### src/rtl/hazard_pkg.sv
// Shared types for the pipeline hazard controller: FSM states, the zero
// register constant and the priority-ordered hazard encoding.
package hazard_pkg;

    typedef enum logic {
        RUN      = 1'b0,
        MEM_WAIT = 1'b1
    } state_e;

    localparam logic [4:0] REG_ZERO = 5'd0;

    // Higher encoding wins: miss > load-use > branch flush > none.
    typedef enum logic [1:0] {
        HZ_NONE     = 2'd0,
        HZ_FLUSH    = 2'd1,
        HZ_LOAD_USE = 2'd2,
        HZ_MISS     = 2'd3
    } hazard_e;

    function automatic hazard_e hz_encode(input logic miss, input logic load_use,
                                          input logic branch);
        if (miss)          return HZ_MISS;
        else if (load_use) return HZ_LOAD_USE;
        else if (branch)   return HZ_FLUSH;
        else               return HZ_NONE;
    endfunction

endpackage

### src/rtl/hazard_ctrl_sat_counter.sv
// Saturating up-counter used for the stall and flush statistics.
module sat_counter #(
    parameter int W = 32
) (
    input  logic         clk,
    input  logic         rst_n,
    input  logic         inc,
    output logic [W-1:0] count
);

    always_ff @(posedge clk or negedge rst_n) begin
        if (!rst_n)
            count <= '0;
        else if (inc && count != '1)
            count <= count + W'(1);
    end

endmodule

### src/rtl/hazard_ctrl.sv
// Pipeline hazard/stall controller: load-use stalls, taken-branch flushes and
// data-memory miss freezes with a request/ready handshake and a miss timeout.
module hazard_ctrl
    import hazard_pkg::*;
#(
    parameter int CNT_W   = 32,
    parameter int TIMEOUT = 1023
) (
    input  logic             clk_i,
    input  logic             rst_i,
    input  logic [4:0]       id_rs_i,
    input  logic [4:0]       id_rt_i,
    input  logic             id_uses_rt_i,
    input  logic             ex_memrd_i,
    input  logic [4:0]       ex_rt_i,
    input  logic             id_branch_taken_i,
    input  logic             mem_access_i,
    input  logic             mem_hit_i,
    input  logic             mem_ready_i,
    output logic             pc_en_o,
    output logic             if_id_en_o,
    output logic             id_ex_en_o,
    output logic             ex_mem_en_o,
    output logic             mem_wb_en_o,
    output logic             id_ex_bubble_o,
    output logic             if_id_flush_o,
    output logic             mem_req_o,
    output logic [CNT_W-1:0] stall_cnt_o,
    output logic [CNT_W-1:0] flush_cnt_o,
    output logic             err_o
);

    localparam int                WAIT_W   = $clog2(TIMEOUT + 2);
    localparam logic [WAIT_W-1:0] WAIT_MAX = WAIT_W'(TIMEOUT);

    state_e            state, next_state;
    hazard_e           hz;
    logic              load_use, miss, timed_out, err_q;
    logic [WAIT_W-1:0] wait_cnt;

    always_comb begin
        miss     = (state == RUN) && mem_access_i && !mem_hit_i;
        load_use = ex_memrd_i && (ex_rt_i != REG_ZERO) &&
                   ((ex_rt_i == id_rs_i) || (id_uses_rt_i && (ex_rt_i == id_rt_i)));
        hz       = hz_encode(miss, load_use, id_branch_taken_i);
    end

    always_ff @(posedge clk_i or negedge rst_i) begin
        if (!rst_i) state <= RUN;
        else        state <= next_state;
    end

    always_comb begin
        next_state     = state;
        pc_en_o        = 1'b0;
        if_id_en_o     = 1'b0;
        id_ex_en_o     = 1'b0;
        ex_mem_en_o    = 1'b0;
        mem_wb_en_o    = 1'b0;
        id_ex_bubble_o = 1'b0;
        if_id_flush_o  = 1'b0;
        mem_req_o      = 1'b0;
        if (state == MEM_WAIT && !mem_ready_i) begin
            mem_req_o = 1'b1;
        end else begin
            // The release cycle behaves like RUN without a miss.
            if (state == MEM_WAIT) next_state = RUN;
            case (hz)
                HZ_MISS: begin
                    mem_req_o  = 1'b1;
                    next_state = MEM_WAIT;
                end
                HZ_LOAD_USE: begin
                    id_ex_en_o     = 1'b1;
                    ex_mem_en_o    = 1'b1;
                    mem_wb_en_o    = 1'b1;
                    id_ex_bubble_o = 1'b1;
                end
                default: begin
                    pc_en_o       = 1'b1;
                    if_id_en_o    = 1'b1;
                    id_ex_en_o    = 1'b1;
                    ex_mem_en_o   = 1'b1;
                    mem_wb_en_o   = 1'b1;
                    if_id_flush_o = (hz == HZ_FLUSH);
                end
            endcase
        end
        if (!rst_i) begin
            pc_en_o        = 1'b0;
            if_id_en_o     = 1'b0;
            id_ex_en_o     = 1'b0;
            ex_mem_en_o    = 1'b0;
            mem_wb_en_o    = 1'b0;
            id_ex_bubble_o = 1'b0;
            if_id_flush_o  = 1'b0;
            mem_req_o      = 1'b0;
        end
    end

    assign timed_out = (state == MEM_WAIT) && (wait_cnt == WAIT_MAX);
    assign err_o     = err_q || timed_out;

    always_ff @(posedge clk_i or negedge rst_i) begin
        if (!rst_i) begin
            wait_cnt <= '0;
            err_q    <= 1'b0;
        end else begin
            if (state == MEM_WAIT && next_state == MEM_WAIT && wait_cnt != WAIT_MAX)
                wait_cnt <= wait_cnt + WAIT_W'(1);
            else if (next_state == RUN)
                wait_cnt <= '0;
            if (timed_out) err_q <= 1'b1;
        end
    end

    sat_counter #(.W(CNT_W)) u_stall_cnt (
        .clk   (clk_i),
        .rst_n (rst_i),
        .inc   (!pc_en_o),
        .count (stall_cnt_o)
    );

    sat_counter #(.W(CNT_W)) u_flush_cnt (
        .clk   (clk_i),
        .rst_n (rst_i),
        .inc   (if_id_flush_o),
        .count (flush_cnt_o)
    );

endmodule

### config.mk
export PLATFORM = sky130hd
export DESIGN_NAME = hazard_ctrl
export DESIGN_NICKNAME = d
export VERILOG_FILES = /design/src/rtl/hazard_pkg.sv /design/src/rtl/hazard_ctrl_sat_counter.sv /design/src/rtl/hazard_ctrl.sv
export SDC_FILE = /design/constraint.sdc
export NUM_CORES = 1
export LEC_CHECK = 0
export CAP_MARGIN = 20
export CORE_MARGIN = 5
export CORE_UTILIZATION = 30
export CTS_BUF_LIST = sky130_fd_sc_hd__clkbuf_4 sky130_fd_sc_hd__clkbuf_8
export CTS_CLUSTER_SIZE = 16
export DETAILED_ROUTE_END_ITERATION = 8
export GPL_TIMING_DRIVEN = 0
export HOLD_SLACK_MARGIN = 0.15
export SKIP_CTS_REPAIR_TIMING = 1
export SYNTH_ARGS = -nofsm -noshare
export SYNTH_HDL_FRONTEND = slang
export SYNTH_SLANG_ARGS = --single-unit
### constraint.sdc
create_clock -name clk_i -period 2.3 [get_ports clk_i]
set_input_delay 0.46 -clock clk_i [delete_from_list [all_inputs] [get_ports clk_i]]
set_output_delay 0.46 -clock clk_i [all_outputs]
set_load 0.1 [all_outputs]
==> results.txt, run 1 <==
IO Pins -> 96
P&R area growth vs syn -> 55.31%
Utilization after layout -> 46.96%
Post-DP HPWL -> 6819 µm
Area contributors post-synth -> dfrtp_1 51%, xnor2_1 13%, nand4_1 4.6%
PD cells -> 756.1 mW/mm²
Worst Hold Margin -> 0.4794 ns
Max Cap Viol -> 0
Hold endpoint -> err_q
Synth Net Count -> 390
Clock transition at path regs -> 0.07 ns
Synth warn -> 0
Lkg Pwr -> 3.442 nW
Final Instance Area -> 0.005878 mm²
Via count -> 3137
H-tree depth -> 3
Worst EP required -> 1.84 ns
CTS tree -> built
Initial antenna violation count -> 0
Syn avg cell area -> 10.40 µm²
Post-layout minimum cycle time -> 2.367 ns
Post-synth top area share -> 50.91%
Most common cell after layout, fill and taps aside -> dlymetal6s2s_1
PortBufs -> 95
Die footprint -> 0.01496 mm²
Slew @ Worst Pin -> 1.035 ns
Hold path cells -> 1
Max IR drop VDD -> 0.6018 mV
Rel. slew slack -> 30.92%
Worst Hold Class -> reg -> reg
Critical path capture point type -> output port
Fmax -> 422.4 MHz
Antenna viol nets, final -> 0
Bufs and invs on worst path -> 4
Via-to-Cell Ratio -> 4.746
Final hold viol count -> 0
Antenna fix cells -> 0
DR DRC count -> 0
Total GRT Usage -> 12.68%
Final setup fails -> 2
First-pass GRT wire length -> 14990 µm
Reg-to-reg startpoint -> u_flush_cnt.count[6]
Period utilization -> 102.9%
Placed instance area -> 0.005069 mm²
Sinks on Clock Net -> 77
Setup ws final -> -0.06717 ns
Nets@finish -> 510
Number of global-route vias before repair -> 3043
Status -> complete, but fails checks
Routed WL -> 9756 µm
Layout cell share with drive strength beyond 1 -> 26.38%
CP peak stage delay -> 0.53 ns
Failing checks -> setup timing
Clock skew -> 0.01328 ns
Worst path top cell family by delay -> simple AND/OR/NAND/NOR gates
Reg2Reg Depth -> 7
Setup slack, reg-to-reg -> 0.07 ns
Largest net degree at the start of global routing -> 42
CP arrival -> 1.91 ns
HP Start -> err_q
Max Slew Vio Count -> 0
Worst-path cell chain -> buf_8, or4_4, o21ai_2, inv_2, a21oi_4, buf_6, buf_12
FF-to-FF End -> u_flush_cnt.count[23]
Root buf cell -> clkbuf_8
Grt ovf -> 0
Core Region -> 0.01252 mm²
DR WL/cell -> 14.76 µm
Synth cell types -> 39
Post-synthesis cell count -> 364
# rows -> 41
Top cell type by total area after synthesis -> dfrtp_1
Crit-path max FO -> 5
Synth Register Bits -> 77
Seq/Total Area, Yosys -> 50.91%
Drt pass-1 iters -> 4
Most frequent cells in the layout -> 78 x dlymetal6s2s_1, 55 x xnor2_1, 41 x nand2_1
CP Launch Type -> primary input
DRT iter0 DRCs -> 107
CTS buffer count -> 9
Die X -> 122.3 µm
Initial core utilization -> 30.24%
Clock Latency Late Sink -> 0.36 ns
Synth Cell Area -> 0.003785 mm²
Unrepaired setup endpoints after global routing -> yes
GP Congestion -> 0.7795
Slowest-stage cell, CP -> or4_4
Chip height -> 122.3 µm
Max Root-Sink Buffers -> 2
Critical setup path kind -> in -> out
-- synthesized netlist by cell type (all sizes together) --
cell,n
dfrtp,77
xnor2,57
nand2,43
nand4,29
nand3,27
and3,18
nor2,18
o21ai,16
xor2,15
and2,8
buf,8
inv,8
nor3,6
and4,5
or4,5
ha,3
a21o,2
a21oi,2
mux2,2
nor2b,2
nor4,2
or3,2
a211oi,1
a311oi,1
a31oi,1
clkbuf,1
nand2b,1
nor3b,1
o2111a,1
o22ai,1
o31ai,1
-- layer usage --
metal	vias to the layer above	track usage [%]	share of wire (%)
met5	-	0	0
met2	105	19.72	45
met4	0	5.108	1.9
met3	14	4.700	8.3
met1	1502	15.97	44
li1	1516	-	-
-- state kept, by name, indices dropped and copies added (netlist names) --
signal and count:
u_flush_cnt.count 32, u_stall_cnt.count 32, wait_cnt 11, err_q 1, state 1
-- report_power, final --
part / leakage (nW) / total (mW) / switching, mW / internal [mW]
Combinational: 2.36 / 1.63 / 1.20 / 0.432
Sequential: 0.977 / 1.66 / 0.169 / 1.49
Clock: 0.106 / 1.15 / 0.534 / 0.614
Total: 3.44 / 4.44 / 1.90 / 2.54
-- cells by family (layout without fill, tap and decap cells) --
group,Yosys count,after routing,synth area share [%]
AO/OA/AOI/OAI,26,26,4.033
XOR/XNOR,72,72,16.66
adder cells (fa/ha/maj),3,3,0.9918
buffers and inverters,17,142,2.149
flip-flops,77,77,50.91
multiplexers,2,2,0.5950
AND/OR/NAND/NOR,167,167,24.66
-- layout make-up --
type	instances	area (µm²)
Tap cell	172	215.2
Timing Repair Buffer	109	1355
Multi-Input combinational cell	270	1984
Inverter	8	33.78
Buffer	9	76.32
Fill cell	1170	6639
Clock inverter	7	97.59
Clock buffer	9	123.9
Sequential cell	77	1992
-- per-stage QoR --
step	power [mW]	TNS [ns]	std cells	worst slack, ns
after CTS	4.440	-30.72	648	-1.475
after floorplan	2.842	-6.317	364	-0.2986
final	4.445	-0.1327	661	-0.06717
after global placement	3.260	-414.34	631	-4.171
after global routing	4.646	-0.3891	661	-0.1132
after detailed placement	3.282	-46.97	632	-1.461
-- worst max-delay path by stage --
stage / cells after the start / slack [ns] / from / endpoint
2_1_floorplan: 7 / -0.30 / ex_rt_i[1] / u_flush_cnt.count[31]
3_3_place_gp: 5 / -4.17 / rst_i / pc_en_o
3_5_place_dp: 7 / -1.46 / ex_rt_i[1] / pc_en_o
4_1_cts: 7 / -1.48 / ex_rt_i[1] / pc_en_o
5_1_grt: 7 / -0.11 / ex_rt_i[4] / pc_en_o
6_report: 7 / -0.07 / ex_rt_i[4] / pc_en_o
Note: power is estimated with default switching activity, not from simulation.
==> run 2, diff against run 1 <==
--- a/config.mk
+++ b/config.mk
@@ -16,4 +16,5 @@
 export SKIP_CTS_REPAIR_TIMING = 1
 export SYNTH_ARGS = -nofsm -noshare
 export SYNTH_HDL_FRONTEND = slang
+export SYNTH_HIERARCHICAL = 1
 export SYNTH_SLANG_ARGS = --single-unit
==> results.txt, run 2 <==
Synth Register Bits -> 77 (unchanged)
Worst Hold Class -> in -> reg
Initial antenna violation count -> 0 (unchanged)
Utilization after layout -> 46.19% (-0.77 points)
Internal -> 2.354 mW (-7.3%)
Number of global-route vias before repair -> 3489 (+15%)
Most frequent cells in the layout -> 76 x dlymetal6s2s_1, 50 x xnor2_1, 47 x dfrtp_2
Via-to-Cell Ratio -> 5.098 (+7.4%)
GP Congestion -> 0.8173 (+4.8%)
DRT iter0 DRCs -> 164 (+53%)
Final hold viol count -> 0 (unchanged)
Setup TNS -> -0.2997 ns (-0.1671 ns)
Max Cap Viol -> 0 (unchanged)
Slew @ Worst Pin -> 1.003 ns (-0.03136 ns)
Worst EP required -> 1.84 ns (about the same)
CP Launch Type -> primary input
Sequential share of power -> 38.7% (+1.3 points)
Period utilization -> 106.7% (+3.8 points)
Initial core utilization -> 30.33% (+0.095 points)
DR WL/cell -> 16.70 µm (+13%)
CP peak stage delay -> 0.33 ns (-0.20 ns)
CP arrival -> 2.00 ns (+0.09 ns)
Syn avg cell area -> 10.40 µm² (about the same)
Synth Net Count -> 426 (+9.2%)
Place WS -> -1.495 ns (-0.03367 ns)
Critical setup path kind -> in -> out
Total GRT Usage -> 13.87% (+1.2 points)
Fmax -> 407.3 MHz (-3.6%)
CP most frequent cell -> buf_6
Antenna fix cells -> 0 (unchanged)
Chip height -> 127.8 µm (+4.5%)
Final setup fails -> 6 (+4)
Core Region -> 0.01372 mm² (+9.6%)
# rows -> 43 (+4.9%)
Crit-path max FO -> 4 (-1)
Max Root-Sink Buffers -> 2 (unchanged)
Clock transition at path regs -> 0.09 ns (+0.02 ns)
Grt ovf -> 0 (unchanged)
Clock skew -> 0.01526 ns (+0.001984 ns)
PortBufs -> 95 (unchanged)
PD cells -> 675.8 mW/mm² (-11%)
Post-synth top area share -> 46.30% (-4.6 points)
Top_reg_cell synth -> dfrtp_1
Commonest cells in the netlist -> 77 x dfrtp_1, 51 x xnor2_1, 39 x nand2_1, 35 x nand3_1, 31 x nand4_1
Worst-path cell chain -> buf_6, xor2_2, nor4_2, a32oi_2, buf_4, nor4_4, buf_6
Root buf cell -> clkbuf_8
Nets@finish -> 563 (+10%)
Slowest-stage cell, CP -> nor4_2
Top cell type by total area after synthesis -> dfrtp_1
Failing checks -> setup timing
Status -> complete, but fails checks
CTS tree -> built
Power share of the combinational group -> 39.3% (+2.5 points)
Rel. slew slack -> 33.01% (+2.1 points)
Routed WL -> 12060 µm (+24%)
Setup ws final -> -0.1551 ns (-0.08789 ns)
Max IR drop VDD -> 0.7371 mV (+22%)
Die X -> 127.8 µm (+4.5%)
DR DRC count -> 0 (unchanged)
Post-DP HPWL -> 8080 µm (+18%)
Post-synth EDFFs -> 0 (unchanged)
Synth Cell Area -> 0.004161 mm² (+10%)
Cell with the most instances after synthesis -> dfrtp_1
Die footprint -> 0.01633 mm² (+9.1%)
Layout cell share with drive strength beyond 1 -> 32.84% (+6.5 points)
Drt pass-1 iters -> 4 (unchanged)
Lkg Pwr -> 3.577 nW (+3.9%)
Max Slew Vio Count -> 0 (unchanged)
Share of flip-flops with an asynchronous set or reset -> 100.0% (unchanged)
P&R area growth vs syn -> 52.29%
CTS buffer count -> 9 (unchanged)
Clock power frac -> 22.0% (-3.8 points)
Critical path capture point type -> output port
IO Pins -> 96 (unchanged)
Synth warn -> 6 (+6)
Antenna viol nets, final -> 0 (unchanged)
Sinks on Clock Net -> 77 (unchanged)
First-pass GRT wire length -> 18210 µm (+21%)
Sw Ratio -> 45.04% (+2.2 points)
Largest net degree at the start of global routing -> 66 (+57%)
Post-layout minimum cycle time -> 2.455 ns (+0.08789 ns)
Most common cell after layout, fill and taps aside -> dlymetal6s2s_1
H-tree depth -> 3 (unchanged)
Clock Latency Late Sink -> 0.37 ns (about the same)
Seq/Total Area, Yosys -> 46.30% (-4.6 points)
Post-synthesis cell count -> 400 (+9.9%)
Area contributors post-synth -> dfrtp_1 46%, xnor2_1 11%, nand4_1 4.7%
Via count -> 3681 (+17%)
Net Sw Power -> 1.929 mW (+1.3%)
Unrepaired setup endpoints after global routing -> yes
Largest registers -> u_flush_cnt/count x32, u_stall_cnt/count x32, wait_cnt x11
Synth cell types -> 48 (+23%)
-- run 2: cell type report --
| class | instances | area (µm²) |
|---|---|---|
| fillers | 1259 | 7382 |
| multi-input cells | 309 | 2381 |
| flip-flops and latches | 77 | 1986 |
| repair buffers | 126 | 1464 |
| well taps | 180 | 225.2 |
| clock buffers | 10 | 137.6 |
| plain buffers | 9 | 86.33 |
| clock inverters | 6 | 38.79 |
| inverters | 5 | 18.77 |
-- run 2: worst max-delay path: cells and delay by family --
kind	cells	cell delay [ns]
AND/OR/NAND/NOR	2	0.56
XOR/XNOR	1	0.17
buffers and inverters	3	0.56
AO/OA/AOI/OAI	1	0.24
-- run 2: power groups by stage --
stage	combinational, mW	clock [mW]	sequential [mW]
detailed placement	1.59	0	1.68
floorplan	0.389	0	2.44
CTS	1.59	0.994	1.66
finish	1.68	0.944	1.66
global placement	1.57	0	1.68
global route	1.75	1.04	1.69
-- run 2: metrics by stage --
step / area, µm² / power, mW / hold WS, ns / std cells
floorplan: 4280 / 2.828 / 0.1644 / 400
global placement: 5456 / 3.246 / 0.4450 / 675
detailed placement: 5482 / 3.266 / 0.3361 / 676
CTS: 5658 / 4.238 / -0.07076 / 692
global route: 6337 / 4.479 / 0.4385 / 722
finish: 6337 / 4.283 / 0.4538 / 722
-- run 2: layer usage --
layer	global-route usage, %	up-vias	wire (µm)
met2	21.47	109	5988
met5	0	-	0
li1	-	1738	-
met1	18.31	1820	5166
met3	4.833	14	758
met4	4.182	0	143
-- run 2: cell families after synthesis --
logic type	after synthesis	synth area share (%)
simple gates	190	27.30
flops	77	46.30
xor+xnor	70	14.73
compound gates	41	7.276
buf+inv	14	2.165
mux	5	1.323
fa+ha+maj	3	0.9021
-- run 2: path summary, 6_finish.rpt --
check	start	to	slack, ns	depth (start not counted)
min	mem_hit_i	state	0.45	3
min reg2reg	err_q	err_q	0.47	1
max	id_rt_i[1]	id_ex_bubble_o	-0.16	7
max in group asynchronous	rst_i	u_stall_cnt/count[26]	0.85	3
max reg2reg	state	u_flush_cnt/count[15]	0.02	10
min in group asynchronous	rst_i	u_flush_cnt/count[7]	0.67	2
==> run 3, diff against run 2 <==
==> constraint.sdc (replaced) <==
create_clock -name clk_i -period 2.15 [get_ports clk_i]
set_input_delay 0.645 -clock clk_i [delete_from_list [all_inputs] [get_ports clk_i]]
set_output_delay 0.645 -clock clk_i [all_outputs]
set_load 0.1 [all_outputs]
==> results.txt, run 3 (synthesis results as in run 2) <==
DR WL/cell -> 16.89 µm (+1.2%)
CTS buffer count -> 9 (unchanged)
CTS tree -> built
Status -> complete, but fails checks
Clock Latency Late Sink -> 0.37 ns (about the same)
Worst-path cell chain -> buf_8, xor2_4, nor4_4, a32oi_4, buf_12, o21a_4, buf_12, buf_12
CP most frequent cell -> buf_12
Largest net degree at the start of global routing -> 66 (unchanged)
Setup ws final -> -0.5971 ns (-0.4420 ns)
FF-to-FF End -> u_stall_cnt/count[29]
Max Slew Vio Count -> 0 (unchanged)
Setup slack, reg-to-reg -> -0.21 ns (-0.23 ns)
Nets@finish -> 580 (+3.0%)
Grt ovf -> 0 (unchanged)
Die X -> 127.8 µm (unchanged)
H-tree depth -> 3 (unchanged)
Failing checks -> setup timing
Antenna viol nets, final -> 0 (unchanged)
Number of global-route vias before repair -> 3673 (+5.3%)
Critical setup path kind -> in -> out
P&R area growth vs syn -> 53.04%
Routed WL -> 12470 µm (+3.4%)
Unrepaired setup endpoints after global routing -> yes
Crit-path max FO -> 3 (-1)
Reg2Reg Depth -> 11 (+1)
Most common cell after layout, fill and taps aside -> dfrtp_1
Chip height -> 127.8 µm (unchanged)
Clock skew -> 0.01548 ns (+0.0002203 ns)
Initial antenna violation count -> 0 (unchanged)
Clock transition at path regs -> 0.08 ns (about the same)
Fmax -> 364.0 MHz
# rows -> 43 (unchanged)
CP peak stage delay -> 0.32 ns (about the same)
Most frequent cells in the layout -> 75 x dfrtp_1, 68 x clkbuf_2, 47 x xnor2_1
Die footprint -> 0.01633 mm² (unchanged)
Slew @ Worst Pin -> 0.6451 ns (-0.3581 ns)
Core Region -> 0.01372 mm² (unchanged)
Period utilization -> 127.8%
Final hold viol count -> 0 (unchanged)
Slowest-stage cell, CP -> nor4_4
PD cells -> 750.2 mW/mm² (+11%)
Max IR drop VDD -> 0.5437 mV (-26%)
Layout cell share with drive strength beyond 1 -> 44.98% (+12 points)
Max Root-Sink Buffers -> 2 (unchanged)
Total GRT Usage -> 14.10% (+0.23 points)
Reg-to-reg startpoint -> state
Max Cap Viol -> 0 (unchanged)
Rel. slew slack -> 56.85% (+24 points)
First-pass GRT wire length -> 18660 µm (+2.5%)
CP arrival -> 2.10 ns (+0.10 ns)
DR DRC count -> 0 (unchanged)
Initial core utilization -> 30.33% (unchanged)
PortBufs -> 95 (unchanged)
Place WS -> -2.180 ns (-0.6857 ns)
GP Congestion -> 0.8434 (+3.2%)
Final setup fails -> 60 (+54)
Root buf cell -> clkbuf_8
Lkg Pwr -> 2.811 nW (-21%)
Post-layout minimum cycle time -> 2.747 ns
Via-to-Cell Ratio -> 5.065 (-0.65%)
Sinks on Clock Net -> 77 (unchanged)
Drt pass-1 iters -> 4 (unchanged)
Critical Path Stages -> 8 (+1)
IO Pins -> 96 (unchanged)
DRT iter0 DRCs -> 172 (+4.9%)
Bufs and invs on worst path -> 4 (+1)
CP Launch Type -> primary input
Worst path top cell family by delay -> buffers and inverters
Worst EP required -> 1.50 ns (-0.34 ns)
Critical path capture point type -> output port
Largest registers -> u_flush_cnt/count x32, u_stall_cnt/count x32, wait_cnt x11
Post-DP HPWL -> 8129 µm (+0.61%)
Antenna fix cells -> 0 (unchanged)
Via count -> 3738 (+1.5%)
Worst Hold Class -> in -> async
Utilization after layout -> 46.42% (+0.23 points)
-- run 3: report_power, final --
group,switching [mW],internal [mW]
clock,0.543,0.573
combinational,1.38,0.491
sequential,0.223,1.57
-- run 3: metrics by stage --
| step | cell area (µm²) | setup TNS, ns | instances | hold WS [ns] | power [mW] |
|---|---|---|---|---|---|
| 2_1_floorplan | 4249 | -48.99 | 400 | 0.3494 | 3.018 |
| 4_1_cts | 5645 | -118.35 | 691 | 0.1182 | 4.627 |
| 3_3_place_gp | 5425 | -490.29 | 675 | 0.4625 | 3.464 |
| 3_5_place_dp | 5450 | -116.57 | 676 | 0.4736 | 3.494 |
| 5_1_grt | 6369 | -21.56 | 738 | 0.1617 | 5.001 |
| 6_report | 6369 | -15.93 | 738 | 0.1833 | 4.778 |
-- run 3: worst max-delay path by stage --
stage                      start               endpoint  slack, ns
finish                id_rt_i[3]                pc_en_o      -0.60
floorplan           mem_access_i  u_flush_cnt/count[29]      -1.02
global route          id_rt_i[1]                pc_en_o      -0.66
global placement           rst_i          if_id_flush_o      -4.81
CTS                   ex_rt_i[2]          if_id_flush_o      -2.18
detailed placement    ex_rt_i[2]          if_id_flush_o      -2.18
-- run 3: final cells by class --
type / instances / area (µm²)
buffer: 9 / 102.6
clock buffer: 11 / 145.1
clock inverter: 4 / 50.05
fill: 1288 / 7351
inverter: 5 / 18.77
multi-input combinational: 309 / 2676
sequential: 77 / 1929
tap: 180 / 225.2
timing repair buffer: 143 / 1221
-- run 3: routing by layer --
layer / up-vias / track usage (%) / part of all wire, %
li1: 1770 / - / -
met1: 1841 / 19.23 / 44
met2: 117 / 21.60 / 49
met3: 10 / 3.875 / 5.8
met4: 0 / 4.806 / 0.99
met5: - / 0 / 0
==> variant: new RTL, flow settings as in run 1 <==
Set the parameter `CNT_W` to 64 (it was 32).
--- a/src/rtl/hazard_ctrl.sv
+++ b/src/rtl/hazard_ctrl.sv
@@ -3,7 +3,7 @@
 module hazard_ctrl
     import hazard_pkg::*;
 #(
-    parameter int CNT_W   = 32,
+    parameter int CNT_W   = 64,
     parameter int TIMEOUT = 1023
 ) (
     input  logic             clk_i,
Ports: changed (resized flush_cnt_o and stall_cnt_o); port bits go from 96 to 160. No check against the original RTL was run, so the function may have changed too.
==> variant against run 1 <==
  * The flow finishes with violations (hold timing, setup timing)
  * Worst setup slack got worse by 190 ps
  * Sequential cell count rose by 64
  * Sequential share of layout area fell by 2.0 points
  * Cell count rose by 100%
  * Total power rose by 94%
  * Fmax fell by 7.4%
  * Count of clock-buffer cells in the layout rose by 8
  * Utilization rose by 1.8 points
  * Area after synthesis rose by 99%
  * Via count rose by 120%
  * Wire length rose by 150%
  * Die area rose by 90%
  * Final area rose by 110%
  * Critical endpoint unchanged
  * Largest power group is now combinational logic
==> variant: results (changes against run 1) <==
metric,value,unit,change
Post-DP HPWL,16.2,mm,+140%
gr usage total,0.155,,+0.0283
clk_lat worst skew,460,ps,+100 ps
"CTS clk-pin slew, worst paths",90,ps,+20 ps
average wire per standard cell,18.0,microns,+22%
clk_skew,21.7,ps,+8.45 ps
cells on worst reg2reg path,10,,+3
worst-margin pin slew,1120,ps,+89.6 ps
Final WS setup,-258,ps,-190 ps
"top cells by area, synth","dfrtp_1 (47%), xor2_1 (13%), nor3_1 (4.1%)",,
vias in the first global route,6491,,+110%
GPL Wtd Cong,0.840,,+7.8%
failing checks,"hold timing, setup timing",,
CTS Buf Count,17,,+8
Netlist cell types,57,,+46%
placed instance count,1249,,+98%
initial antenna violation count,0,,unchanged
Leak Pwr,6.15,nW,+79%
number of port buffers,159,,+67%
router iterations before antenna repair,6,,+2
first-pass GRT wire length,35.5,mm,+140%
pre-CTS setup slack,-2030,ps,-568 ps
register area share after synthesis,0.468,,-0.0412
htree depth,4,,+1
fillcell total,2304,,+97%
"Async S/R FF share, synth",1.00,,unchanged
final worst hold slack,-113,ps,-593 ps
synth warn,0,,unchanged
Via density,5.15,,+8.6%
Final setup violation count,22,,+20
biggest regs,"u_flush_cnt.count (64), u_stall_cnt.count (64), wait_cnt (11)",,
r2r setup slk,-50,ps,-120 ps
syn_nets,785,,+100%
largest net degree at the start of global routing,74,,+76%
"Hold Vio Cnt, Final",71,,+71
clk root buf,clkbuf_8,,
First DRT Iteration DRCs,379,,+250%
reg2reg start,u_stall_cnt.count[20],,
ANT cells,0,,unchanged
status,"complete, but fails checks",,
r2r endpoint,u_stall_cnt.count[47],,
HP Class,in2async,,
VDD IR-drop max,1.03,mV,+72%
share of post-route cells with drive strength above 1,0.367,,+0.104
Commonest cells post-synth,"dfrtp_1 (141), xor2_1 (112), nand2_1 (69), nor3_1 (62), nand3_1 (56)",,
Final nets,1028,,+100%
Worst Path Max Fanout,8,,+3
"Arr. time, crit path",2100,ps,+190 ps
syn_area_per_cell,9.94,sq um,-4.4%
Via Count,6933,,+120%
Area after DPL,0.0101,sq mm,+99%
-- variant: kinds of logic (layout without fill, tap and decap cells) --
kind of cell | after synthesis | count (layout) | share of synthesized area
xor gates and xnor gates | 137 | 137 | 0.159
DFF | 141 | 141 | 0.468
adders and majority gates | 3 | 3 | 0.00498
and+or+nand+nor | 401 | 401 | 0.306
buffers and inverters | 43 | 298 | 0.0267
muxes | 2 | 2 | 0.00299
AOI/OAI and AO/OA | 32 | 33 | 0.0325
-- variant: through the flow --
| step | utilization | power, W | setup TNS, ps |
|---|---|---|---|
| floorplan | - | 0.00563 | -1210 |
| global placement | 0.403 | 0.00647 | -1691140 |
| detailed placement | 0.404 | 0.00648 | -106880 |
| CTS | 0.419 | 0.00849 | -95780 |
| global route | 0.487 | 0.00898 | -3700 |
| finish | 0.487 | 0.00864 | -1180 |
-- variant: final cells by class --
cell class / count / area, sq um / share of cell area
repair buffers: 225 / 2610 / 0.215
inverters: 13 / 56.3 / 0.00463
well taps: 330 / 413 / 0.0339
clock buffers: 17 / 234 / 0.0192
plain buffers: 28 / 270 / 0.0222
clock inverters: 15 / 144 / 0.0118
multi-input cells: 576 / 4560 / 0.375
flip-flops and latches: 141 / 3880 / 0.319
-- variant: power by group --
| group | switching (W) | internal, W |
|---|---|---|
| Sequential | 0.000378 | 0.00286 |
| Clock | 0.00117 | 0.000803 |
| Combinational | 0.00255 | 0.000869 |
| Total | 0.00410 | 0.00453 |
-- variant: how the worst max path moves through the flow --
stage / endpoint / start
floorplan: pc_en_o / ex_rt_i[1]
global placement: if_id_flush_o / rst_i
detailed placement: pc_en_o / ex_rt_i[1]
CTS: pc_en_o / ex_rt_i[1]
global route: if_id_flush_o / state
finish: pc_en_o / ex_rt_i[4]
-- variant: layer usage --
layer / vias up / share of wire / GRT usage
met3: 27 / 0.061 / 0.0451
li1: 3226 / - / -
met1: 3478 / 0.43 / 0.204
met2: 202 / 0.49 / 0.246
met5: - / 0 / 0
met4: 0 / 0.015 / 0.0533
-- variant: critical path, cell delays in order --
cell     delay, ps
buf_8          100
or4_4          560
o21a_4         250
a21oi_4        270
buf_8          180
buf_6          100
buf_12         160
